[config.mk]
export PLATFORM = sky130hd
export DESIGN_NAME = csa_accum_sequencer_flat
export DESIGN_NICKNAME = d
export VERILOG_FILES = /design/src/rtl/csa_accum_sequencer_if.sv /design/src/rtl/csa_accum_sequencer.sv /design/src/flat_wrapper.sv
export SDC_FILE = /design/constraint.sdc
export NUM_CORES = 1
export LEC_CHECK = 0
export BUFFER_PORTS_ARGS = -buffer_cell sky130_fd_sc_hd__buf_2
export CORE_MARGIN = 2
export CORE_UTILIZATION = 43
export CTS_BUF_LIST = sky130_fd_sc_hd__clkbuf_8 sky130_fd_sc_hd__clkbuf_16
export DETAILED_ROUTE_END_ITERATION = 12
export PLACE_DENSITY = 0.68
export SETUP_SLACK_MARGIN = 0.02
export SYNTH_ARGS = -nofsm -noshare
export SYNTH_HDL_FRONTEND = slang
export SYNTH_SLANG_ARGS = --single-unit
[constraint.sdc]
create_clock -name clk -period 3.2 [get_ports clk]
set_input_delay 0.48 -clock clk [delete_from_list [all_inputs] [get_ports clk]]
set_output_delay 0.48 -clock clk [all_outputs]
set_load 0.02 [all_outputs]
[src/rtl/csa_accum_sequencer_if.sv]
// csa_accum_sequencer_if: operand and result valid/ready ports of the CSA accumulating sequencer
interface csa_accum_sequencer_if #(
  parameter int WIDTH = 4,
  parameter int RES_W = 8
);
  logic             op_valid;
  logic             op_ready;
  logic [WIDTH-1:0] op_data;
  logic             res_valid;
  logic             res_ready;
  logic [RES_W-1:0] res_data;
  modport master (output op_valid, op_data, res_ready, input op_ready, res_valid, res_data);
  modport slave  (input op_valid, op_data, res_ready, output op_ready, res_valid, res_data);
endinterface

[src/rtl/csa_accum_sequencer.sv]
// csa_accum_sequencer: sums NUM_OPS operands four per ADD cycle through a 4:2 carry-save stage.
// Define CSA_SEQ_SAT_EN to saturate the accumulator on overflow instead of wrapping.
module csa_accum_sequencer #(
  parameter int WIDTH   = 4,
  parameter int NUM_OPS = 8,
  parameter int RES_W   = 8
) (
  input  logic                clk,
  input  logic                rst_n,
  input  logic                start,
  csa_accum_sequencer_if.slave bus,
  output logic                busy,
  output logic                ovf
);
  localparam int GW = WIDTH + 2;
  localparam int SW = (RES_W > GW ? RES_W : GW) + 1;
  typedef enum logic [1:0] {IDLE, LOAD, ADD, DONE} state_t;
  state_t           state, state_nxt;
  logic [WIDTH-1:0] lane [4];
  logic [1:0]       lane_idx;
  logic [7:0]       op_cnt;
  logic [RES_W-1:0] acc, acc_nxt;
  logic [GW-1:0]    a, b, c, d, s1, c1, s2, c2, group;
  logic [SW-1:0]    sum;
  logic             over, take, last_op;
  assign take    = bus.op_valid && bus.op_ready;
  assign last_op = op_cnt + 8'd1 == 8'(NUM_OPS);
  assign a = GW'(lane[0]);
  assign b = GW'(lane[1]);
  assign c = GW'(lane[2]);
  assign d = GW'(lane[3]);
  // two 3:2 compressor layers, then one carry-propagate add; WIDTH+2 bits hold 4*(2^WIDTH-1)
  assign s1    = a ^ b ^ c;
  assign c1    = ((a & b) | (a & c) | (b & c)) << 1;
  assign s2    = s1 ^ c1 ^ d;
  assign c2    = ((s1 & c1) | (s1 & d) | (c1 & d)) << 1;
  assign group = s2 + c2;
  assign sum   = SW'(acc) + SW'(group);
  assign over  = |sum[SW-1:RES_W];
`ifdef CSA_SEQ_SAT_EN
  assign acc_nxt = over ? '1 : sum[RES_W-1:0];
`else
  assign acc_nxt = sum[RES_W-1:0];
`endif
  always_ff @(posedge clk or negedge rst_n)
    if (!rst_n) state <= IDLE;
    else        state <= state_nxt;
  always_comb begin
    state_nxt = state == IDLE ? (start ? LOAD : IDLE) :
                state == LOAD ? (take && (lane_idx == 2'd3 || last_op) ? ADD : LOAD) :
                state == ADD  ? (op_cnt == 8'(NUM_OPS) ? DONE : LOAD) :
                                (bus.res_ready ? IDLE : DONE);
  end
  always_comb begin
    bus.op_ready  = state == LOAD;
    bus.res_valid = state == DONE;
    busy          = state != IDLE;
  end
  always_ff @(posedge clk or negedge rst_n)
    if (!rst_n) begin
      acc          <= '0;
      ovf          <= 1'b0;
      op_cnt       <= '0;
      lane_idx     <= '0;
      lane         <= '{default: '0};
      bus.res_data <= '0;
    end else if (state == IDLE && start) begin
      acc      <= '0;
      ovf      <= 1'b0;
      op_cnt   <= '0;
      lane_idx <= '0;
      lane     <= '{default: '0};
    end else if (take) begin
      lane[lane_idx] <= bus.op_data;
      lane_idx       <= lane_idx + 2'd1;
      op_cnt         <= op_cnt + 8'd1;
    end else if (state == ADD) begin
      acc      <= acc_nxt;
      ovf      <= ovf | over;
      lane     <= '{default: '0};
      lane_idx <= '0;
      if (op_cnt == 8'(NUM_OPS)) bus.res_data <= acc_nxt;
    end
endmodule
[src/flat_wrapper.sv]
// flat-port wrapper written by rule: the top's interface ports become plain ports
module csa_accum_sequencer_flat 
#(
  parameter int WIDTH   = 4,
  parameter int NUM_OPS = 8,
  parameter int RES_W   = 8
)
  (clk, rst_n, start, busy, ovf, bus_op_valid, bus_op_data, bus_res_ready, bus_op_ready, bus_res_valid, bus_res_data);
  csa_accum_sequencer_if #(.WIDTH(WIDTH), .RES_W(RES_W)) bus_i ();
  input  logic clk;
  input  logic rst_n;
  input  logic start;
  output logic busy;
  output logic ovf;
  input wire logic [$bits(bus_i.op_valid)-1:0] bus_op_valid;
  input wire logic [$bits(bus_i.op_data)-1:0] bus_op_data;
  input wire logic [$bits(bus_i.res_ready)-1:0] bus_res_ready;
  output wire logic [$bits(bus_i.op_ready)-1:0] bus_op_ready;
  output wire logic [$bits(bus_i.res_valid)-1:0] bus_res_valid;
  output wire logic [$bits(bus_i.res_data)-1:0] bus_res_data;
  assign bus_i.op_valid = bus_op_valid;
  assign bus_i.op_data = bus_op_data;
  assign bus_i.res_ready = bus_res_ready;
  assign bus_op_ready = bus_i.op_ready;
  assign bus_res_valid = bus_i.res_valid;
  assign bus_res_data = bus_i.res_data;
  csa_accum_sequencer #(.WIDTH(WIDTH), .NUM_OPS(NUM_OPS), .RES_W(RES_W)) u_core (.clk(clk), .rst_n(rst_n), .start(start), .bus(bus_i), .busy(busy), .ovf(ovf));
endmodule
Word-level counts from Yosys, hierarchy flattened
Cells that the tools add are included.
- $add $sub $neg: 4
- $lt $le $gt $ge: 2
- equality and inequality tests: 7
- muxes and demuxes: 24
- bitwise gates (word level): 18
- reduce and logical (&&, ||, !) cells: 12
- operators with widths (cell ; number):
    two-way mux 16 bit ; 3
    two-way mux 8 bit ; 5
    two-way mux 2 bit ; 9
    bitwise mux 16 bit ; 1
    == test 8 x 4 -> 1 bit (second input constant) ; 2
    OR 5 bit ; 3
    AND 4 bit ; 3
    AND 5 x 4 -> 5 bit ; 2
    adder 8 x 6 -> 9 bit ; 1
    adder 8 x 1 -> 8 bit (second input constant) ; 1
    demux 4 bit (select 2 bit) ; 1
    XOR 4 bit ; 2
    adder 6 bit ; 1
    == test 2 bit (second input constant) ; 3
    nonzero test 2 bit ; 3
    XOR 6 x 4 -> 6 bit ; 1
    XOR 6 bit ; 1
    AND 5 bit ; 1
    OR 5 x 4 -> 5 bit ; 1
    logical AND 1 bit ; 4
    two-way mux 1 bit ; 4
    two-way mux 4 bit ; 1
    AND reduction 4 bit ; 1
    greater-or-equal comparator 3 bit (second input constant) ; 1
    other kinds (11) ; 12
- bits in registers: 45
- input port bits: 9
- word-level logic and storage cells: 77

Logic depth before layout (Yosys ltp)
Gate-level depths: netlist (run 1).
- word-level depth: 12
- mapped depth: 13
- gate-level depth less buffers: 13

Worst setup path before layout (run 1)
OpenSTA, ideal clock, no wires.
- path kind: flip-flop to flip-flop
- start: reg u_core.lane, in the netlist u_core.c[1]
- end: reg u_core.bus.res_data[7]
- setup time: 0.082 ns
- arrival time: 3.348 ns
- required time: 3.118 ns
- setup slack: -0.230 ns
- cell stages (with the launch flop): 13
- buffers on the path: 0
- clock period less this slack: 3.430 ns
- cell sequence: dfrtp_1 inv_1 fa_1 fa_1 inv_1 ha_1 fa_1 xor2_1 ha_1 o21a_2 a2111oi_4 or4_1 a31oi_1
- cells in the longest elaborated chain, start to end: 8
- ends and longest elaborated chain (what ; RTL line ; RTL):
    start, declared ; csa_accum_sequencer.sv:19 ; logic [WIDTH-1:0] lane [4];
    start signal, assigned by index ; csa_accum_sequencer.sv:74 ; lane[lane_idx] <= bus.op_data;
    AND 4 bit ; csa_accum_sequencer.sv:34 ; assign c1 = ((a & b) | (a & c) | (b & c)) << 1;
    OR 5 bit ; csa_accum_sequencer.sv:34 ;
    OR 5 x 4 -> 5 bit ; csa_accum_sequencer.sv:34 ;
    AND 5 bit ; csa_accum_sequencer.sv:36 ; assign c2 = ((s1 & c1) | (s1 & d) | (c1 & d)) << 1;
    OR 5 bit (2 in a row) ; csa_accum_sequencer.sv:36 ;
    adder 6 bit * ; csa_accum_sequencer.sv:37 ; assign group = s2 + c2;
    adder 8 x 6 -> 9 bit * ; csa_accum_sequencer.sv:38 ; assign sum = SW'(acc) + SW'(group);
    end signal, assigned ; csa_accum_sequencer.sv:82 ; if (op_cnt == 8'(NUM_OPS)) bus.res_data <= acc_nxt;
    end, declared ; csa_accum_sequencer_if.sv:13 ; modport slave (input op_valid, op_data, res_ready, output op_ready, res_valid, res_data);
Every way passes the cells marked *; elsewhere a longest branch is shown, timed or not.
A chain may end at the register's enable or synchronous reset.

Worst setup path in the final report (run 1)
- start: reg u_core.lane, in the netlist u_core.c[1]
- end: reg u_core.bus.res_data[5]
The elaborated chain is that of the path after synthesis.

==> results of run 1 <==
cell usage after synthesis (all sizes together) (2+ instances only):
cell type | instances | area, sq um
buf | 7 | 46.3
nor3 | 6 | 30.0
a21oi | 8 | 40.0
a2111oi | 2 | 36.3
a21o | 5 | 37.5
nor2 | 7 | 28.8
ha | 18 | 225
and3 | 2 | 12.5
nor2b | 3 | 26.3
o211a | 2 | 20.0
o21a | 4 | 31.3
a32o | 8 | 80.1
and2 | 2 | 12.5
nand2 | 36 | 135
mux2 | 2 | 22.5
o31ai | 5 | 37.5
o21ai | 19 | 95.1
inv | 31 | 116
xor2 | 3 | 26.3
o41ai | 2 | 17.5
a211oi | 2 | 15.0
dfrtp | 45 | 1130
a22o | 2 | 17.5
nand2b | 2 | 20.0
a31oi | 3 | 18.8
nand3b | 2 | 15.0
fa | 9 | 180
clkbuf | 2 | 17.5
nand3 | 19 | 95.1
nand4 | 3 | 18.8
critical path, delay by kind of cell, from the launching register on:
| kind | cells | cell delay [ns] |
|---|---|---|
| compound gates | 3 | 0.56 |
| buf+inv | 4 | 0.41 |
| fa+ha+maj | 5 | 1.84 |
| xor+xnor | 1 | 0.17 |
| flops | 1 | 0.37 |
kinds of logic after synthesis:
family	after synthesis	synth area share, %
flip-flops	45	41.2
adder cells (fa/ha/maj)	27	14.8
AO/OA/AOI/OAI	67	17.8
buffers and inverters	41	7.00
multiplexers	3	1.19
AND/OR/NAND/NOR	89	16.7
XOR/XNOR	4	1.28
cell type report:
class	instances	area share, %
inverters	31	3.51
well taps	77	2.90
flip-flops and latches	45	33.9
clock inverters	2	1.06
clock buffers	5	2.07
multi-input cells	190	47.9
repair buffers	43	8.67
state kept, by name, summed over array words and instances (netlist names):
register and count:
u_core.b 4, u_core.op_cnt 8, u_core.state 2, u_core.bus.res_data 8, u_core.lane_idx 2, u_core.a 4, u_core.ovf 1, u_core.c 4
u_core.acc 8, u_core.d 4
path summary, 6_finish.rpt:
kind	from	end	slack (ns)	depth (start not counted)
max in group asynchronous	rst_n	u_core.c[3]$_DFFE_PN0P_	2.22	1
setup reg to reg	u_core.c[1]$_DFFE_PN0P_	u_core.bus.res_data[5]$_DFFE_PN0P_	-0.28	13
setup / recovery	u_core.c[1]$_DFFE_PN0P_	u_core.bus.res_data[5]$_DFFE_PN0P_	-0.28	13
min in group clk	bus_res_ready	u_core.state[1]$_DFF_PN0_	0.45	4
hold / removal	rst_n	u_core.bus.res_data[2]$_DFFE_PN0P_	0.34	1
hold reg to reg	u_core.bus.res_data[6]$_DFFE_PN0P_	u_core.bus.res_data[6]$_DFFE_PN0P_	0.49	2
metal layers:
metal | part of all wire [%] | wire (um)
met2 | 50 | 3010
met1 | 46 | 2760
met5 | 0 | 0
met3 | 3.2 | 190
met4 | 1.2 | 73
power by group:
group | switching [W] | total, W | internal [W]
registers | 0.000129 | 0.000824 | 0.000695
logic | 0.000894 | 0.00168 | 0.000784
clock network | 0.000197 | 0.000424 | 0.000227
total | 0.00122 | 0.00293 | 0.00171
timing repair:
action,CTS,global route
setup endpoints to repair,11,11
pin swaps,14,17
setup buffers,5,5
gates resized for setup,12,24
per-stage QoR:
step | instance area [sq um] | cells | power (W) | hold slack (ns)
4_1_cts | 3190 | 389 | 0.00275 | 0.384
3_3_place_gp | 3000 | 377 | 0.00218 | 0.459
6_report | 3320 | 393 | 0.00293 | 0.342
2_1_floorplan | 2770 | 276 | 0.00182 | 0.184
3_5_place_dp | 3000 | 377 | 0.00220 | 0.468
5_1_grt | 3320 | 393 | 0.00316 | 0.453
==> run_results.csv, run 1 <==
group,metric,value,unit
detailed_routing,drcViolationCount,0,
detailed_routing,first_pass_iters,4,
synthesis,avgSynthCellArea,9.91,sq um
clocking,clock_sinks,45,
final_layout,antenna_cells,0,
final_layout,final_common_cell,"dfrtp_1",
grt,grt_pass1_wl,10100,um
worst_setup_path,slowest_delay,0.51,ns
grt,grt_pass1_vias,2147,
clocking,numCtsBuffers,5,
placement,numPortBuffers,20,
grt,met2_usage,29.8,%
job,max_cap_viol_count,0,
placement,place_congestion,0.888,
power_and_ir_drop,power_density,882,nW/um^2
worst_setup_path,cp_data_arrival_time,3.64,ns
synthesis,ys_seq_area_share,41.2,%
detailed_routing,drt-total-wl,6030,um
die,core_region_area,6240,sq um
synthesis,syn_inst,276,
die,ios,21,
final_layout,final_nets,352,
synthesis,synth_warnings,0,
clocking,clockBufferDepth,2,
die,rows,29,
die,start_util,43.8,%
clocking,holdBufCountCts,0,
placement,place_hpwl,4080,um
outcome,violations,"negative setup slack",
sta,fin_setup_tns,-1.55,ns
final_layout,drive_gt1_share,28.8,%
detailed_routing,vias_per_cell,5.54,
grt,grt_use_met1,23.9,%
final_layout,fill_cells,565,
synthesis,synth_edf_count,0,
sta,timing.fmax,288,MHz
clocking,cts.clk_slew.worst_paths,0.09,ns
die,die_w,83.7,um
clocking,clock_latency,0.30,ns
grt,grt_util_all_layers,17.8,%
die,die_h,83.7,um
sta,clock_skew,0.00800,ns
final_layout,multi_input_area,1590,sq um
clocking,cts_root_buffer,"clkbuf_8",
power_and_ir_drop,p_leak,1.62,nW
worst_hold_path,hp-class,"input pin to async pin",
grt,grt_max_degree,46,
final_layout,most-common-layout-cells,"dfrtp_1, nand2_1, inv_1, buf_2",
outcome,status,"finished with violations",
worst_setup_path,crit_path_start_kind,"register",
synthesis,yosysUniqueCellTypes,54,
final_layout,areaGrowthSynthToFinish,21.4,%
worst_setup_path,crit_path_top_delay_cell,"fa_1",
sta,rsz0062_at_grt,"true",
final_layout,seq_area,1130,sq um
clocking,cts_tree,"built",
grt,busiest_layer,"met2",
detailed_routing,drt_iter0_markers,139,
detailed_routing,wl_per_cell,15.3,um
sta,min_period,3.48,ns
synthesis,synthArstFlopShare,100,%
sta,relSlewSlack,32.7,%
die,dieArea,7010,sq um
synthesis,ys.flop_type,"dfrtp_1",
synthesis,syn_nets,312,
sta,hold_viol,0,
worst_setup_path,path_class,"register to register",
worst_setup_path,required,3.37,ns
grt,grt-ovfl-total,0,
power_and_ir_drop,ir_drop,0.518,mV
sta,worst_slew_pin_slew,1.01,ns
detailed_routing,vias,2179,
worst_setup_path,cp_max_fo,3,
worst_setup_path,crit_path_cell_trace,"inv_2 > fa_1 > fa_1 > inv_2 > ha_4 > fa_2 > xor2_1 > ha_1 > o21a_4 > buf_6 > a2111oi_4 > buf_4 > o41ai_2",
worst_setup_path,end_kind,"register",
sta,fin_crit_sh,109,%
clocking,h-tree-depth,2,
sta,setup_viol,11,
sta,slew_violations,0,
synthesis,synth_area,2730,sq um
placement,dpl_worst_slack,-0.295,ns
sta,postLayoutSetupSlackWorst,-0.276,ns
final_layout,final_core_util,53.2,%
detailed_routing,drtAntennaViolNets,0,
grt,antenna_found_initial,0,
synthesis,ys_seq_elements,45,
grt,met3_usage,3.26,%
Note: power is estimated with default switching activity, not from simulation.
==> run 2, diff against run 1 <==
- BUFFER_PORTS_ARGS: -buffer_cell sky130_fd_sc_hd__buf_2 -> -buffer_cell sky130_fd_sc_hd__buf_4
==> run_results.csv, run 2 (synthesis results as in run 1) <==
group,metric,value,unit
clocking,cts_tree,"built",
final_layout,antenna_cells,0,
sta,timing.fmax,293,MHz
sta,min_period,3.41,ns
final_layout,final_cells,389,
die,rows,29,
final_layout,final_area,3320,sq um
clocking,cts.clk_slew.worst_paths,0.08,ns
detailed_routing,wl_per_cell,15.1,um
grt,grt-ovfl-total,0,
worst_hold_path,hp-class,"input pin to async pin",
worst_setup_path,r2r-start,"u_core.a[2]$_DFFE_PN0P_",
die,dieArea,7010,sq um
job,max_cap_viol_count,0,
worst_setup_path,cp_data_arrival_time,3.63,ns
clocking,holdBufCountCts,0,
sta,fin_crit_sh,107,%
sta,relSlewSlack,49.7,%
detailed_routing,drt-total-wl,5870,um
final_layout,largestRegisters,"u_core.acc (8), u_core.bus.res_data (8), u_core.op_cnt (8)",
die,die_w,83.7,um
die,start_util,43.8,%
detailed_routing,drt_iter0_markers,114,
sta,rsz0062_at_grt,"true",
placement,numPortBuffers,20,
worst_setup_path,rr_endpoint,"u_core.acc[6]$_DFFE_PN0P_",
die,core_region_area,6240,sq um
final_layout,fill_cells,558,
power_and_ir_drop,p_leak,1.60,nW
worst_setup_path,worstSetupStartpoint,"u_core.a[2]$_DFFE_PN0P_",
worst_setup_path,reg2reg_depth,13,
final_layout,final_common_cell,"dfrtp_1",
placement,place_hpwl,4030,um
sta,hold_viol,0,
power_and_ir_drop,fin_total_pwr,0.00281,W
clocking,clock_sinks,45,
grt,grt_pass1_vias,2103,
final_layout,most-common-layout-cells,"dfrtp_1, nand2_1, buf_4, inv_1, nand3_1",
die,die_h,83.7,um
sta,setup_viol,9,
worst_setup_path,cp_max_fo,3,
detailed_routing,drtAntennaViolNets,0,
power_and_ir_drop,ir_drop,0.511,mV
worst_setup_path,path_class,"register to register",
worst_setup_path,end_kind,"register",
clocking,clockBufferDepth,2,
placement,dpl_worst_slack,-0.256,ns
power_and_ir_drop,power_density,844,nW/um^2
detailed_routing,first_pass_iters,5,
grt,grt_util_all_layers,17.2,%
final_layout,final_nets,347,
placement,dpl_cell_area,3040,sq um
sta,worst_slew_pin_slew,0.754,ns
clocking,cts_root_buffer,"clkbuf_8",
die,ios,21,
outcome,violations,"negative setup slack",
clocking,numCtsBuffers,5,
detailed_routing,vias_per_cell,5.54,
clocking,h-tree-depth,2,
placement,place_congestion,0.868,
worst_setup_path,required,3.42,ns
outcome,status,"finished with violations",
grt,grt_pass1_wl,9820,um
worst_setup_path,crit_path_start_kind,"register",
clocking,clock_latency,0.30,ns
worst_setup_path,worstSetupEndpoint,"u_core.acc[6]$_DFFE_PN0P_",
sta,clock_skew,0.00557,ns
sta,slew_violations,0,
detailed_routing,vias,2157,
worst_setup_path,rrSetupSlack,-0.21,ns
grt,grt_max_degree,46,
final_layout,areaGrowthSynthToFinish,21.6,%
grt,antenna_found_initial,0,
detailed_routing,drcViolationCount,0,
final_layout,drive_gt1_share,26.6,%
sta,postLayoutSetupSlackWorst,-0.213,ns
placement,dp_cells,376,
-- run 2: worst min path at each step --
stage / start / endpoint / slack (ns)
after floorplan: rst_n / u_core.a[0]$_DFFE_PN0P_ / 0.18
after global placement: u_core.bus.res_data[4]$_DFFE_PN0P_ / u_core.bus.res_data[4]$_DFFE_PN0P_ / 0.46
after detailed placement: u_core.bus.res_data[4]$_DFFE_PN0P_ / u_core.bus.res_data[4]$_DFFE_PN0P_ / 0.47
after CTS: rst_n / u_core.b[3]$_DFFE_PN0P_ / 0.19
after global routing: rst_n / u_core.d[3]$_DFFE_PN0P_ / 0.22
final: rst_n / u_core.bus.res_data[1]$_DFFE_PN0P_ / 0.17
-- run 2: final cells by class --
cell class	instances	area (sq um)	area share (%)
multi-input cells	190	1610	48.3
flip-flops and latches	45	1130	33.9
repair buffers	38	297	8.92
inverters	31	116	3.50
well taps	77	96.3	2.90
clock buffers	5	68.8	2.07
clock inverters	3	15.0	0.452
-- run 2: critical path, stage by stage, from the launching register on --
cell and delay [ns]:
dfrtp_1 0.37, inv_2 0.04, fa_1 0.51, fa_1 0.56, inv_2 0.06, ha_4 0.21, a21o_1 0.17, a21oi_2 0.15
xnor2_1 0.16, ha_2 0.34, o211a_1 0.15, o31a_2 0.15, o21a_1 0.23, o31ai_2 0.24
-- run 2: layer usage --
layer | track usage (%) | wire (um) | vias up
li1 | - | - | 1035
met1 | 22.8 | 2710 | 1083
met2 | 28.2 | 2910 | 32
met3 | 3.26 | 160 | 7
met4 | 6.01 | 77 | 0
met5 | 0 | 0 | -
-- run 2: timing repair --
item | 4_1_cts | 5_1_grt
buffers inserted | 1 | 4
pin swaps | 21 | 14
gates resized for setup | 10 | 26
endpoints found under the setup margin | 11 | 11
hold endpoints to repair | 0 | 0
-- run 2: power by group --
group          switching, W  total [W]  internal [W]
Combinational      0.000884    0.00164      0.000755
Clock              0.000196   0.000345      0.000148
Sequential         0.000129   0.000824      0.000695
-- run 2: stage by stage --
| stage | hold WS [ns] | util (%) | TNS, ns |
|---|---|---|---|
| floorplan | 0.184 | - | -0.487 |
| global placement | 0.465 | 48.7 | -1.41 |
| detailed placement | 0.470 | 48.7 | -1.64 |
| CTS | 0.189 | 50.8 | -1.19 |
| global route | 0.224 | 53.3 | -2.67 |
| finish | 0.168 | 53.3 | -1.17 |
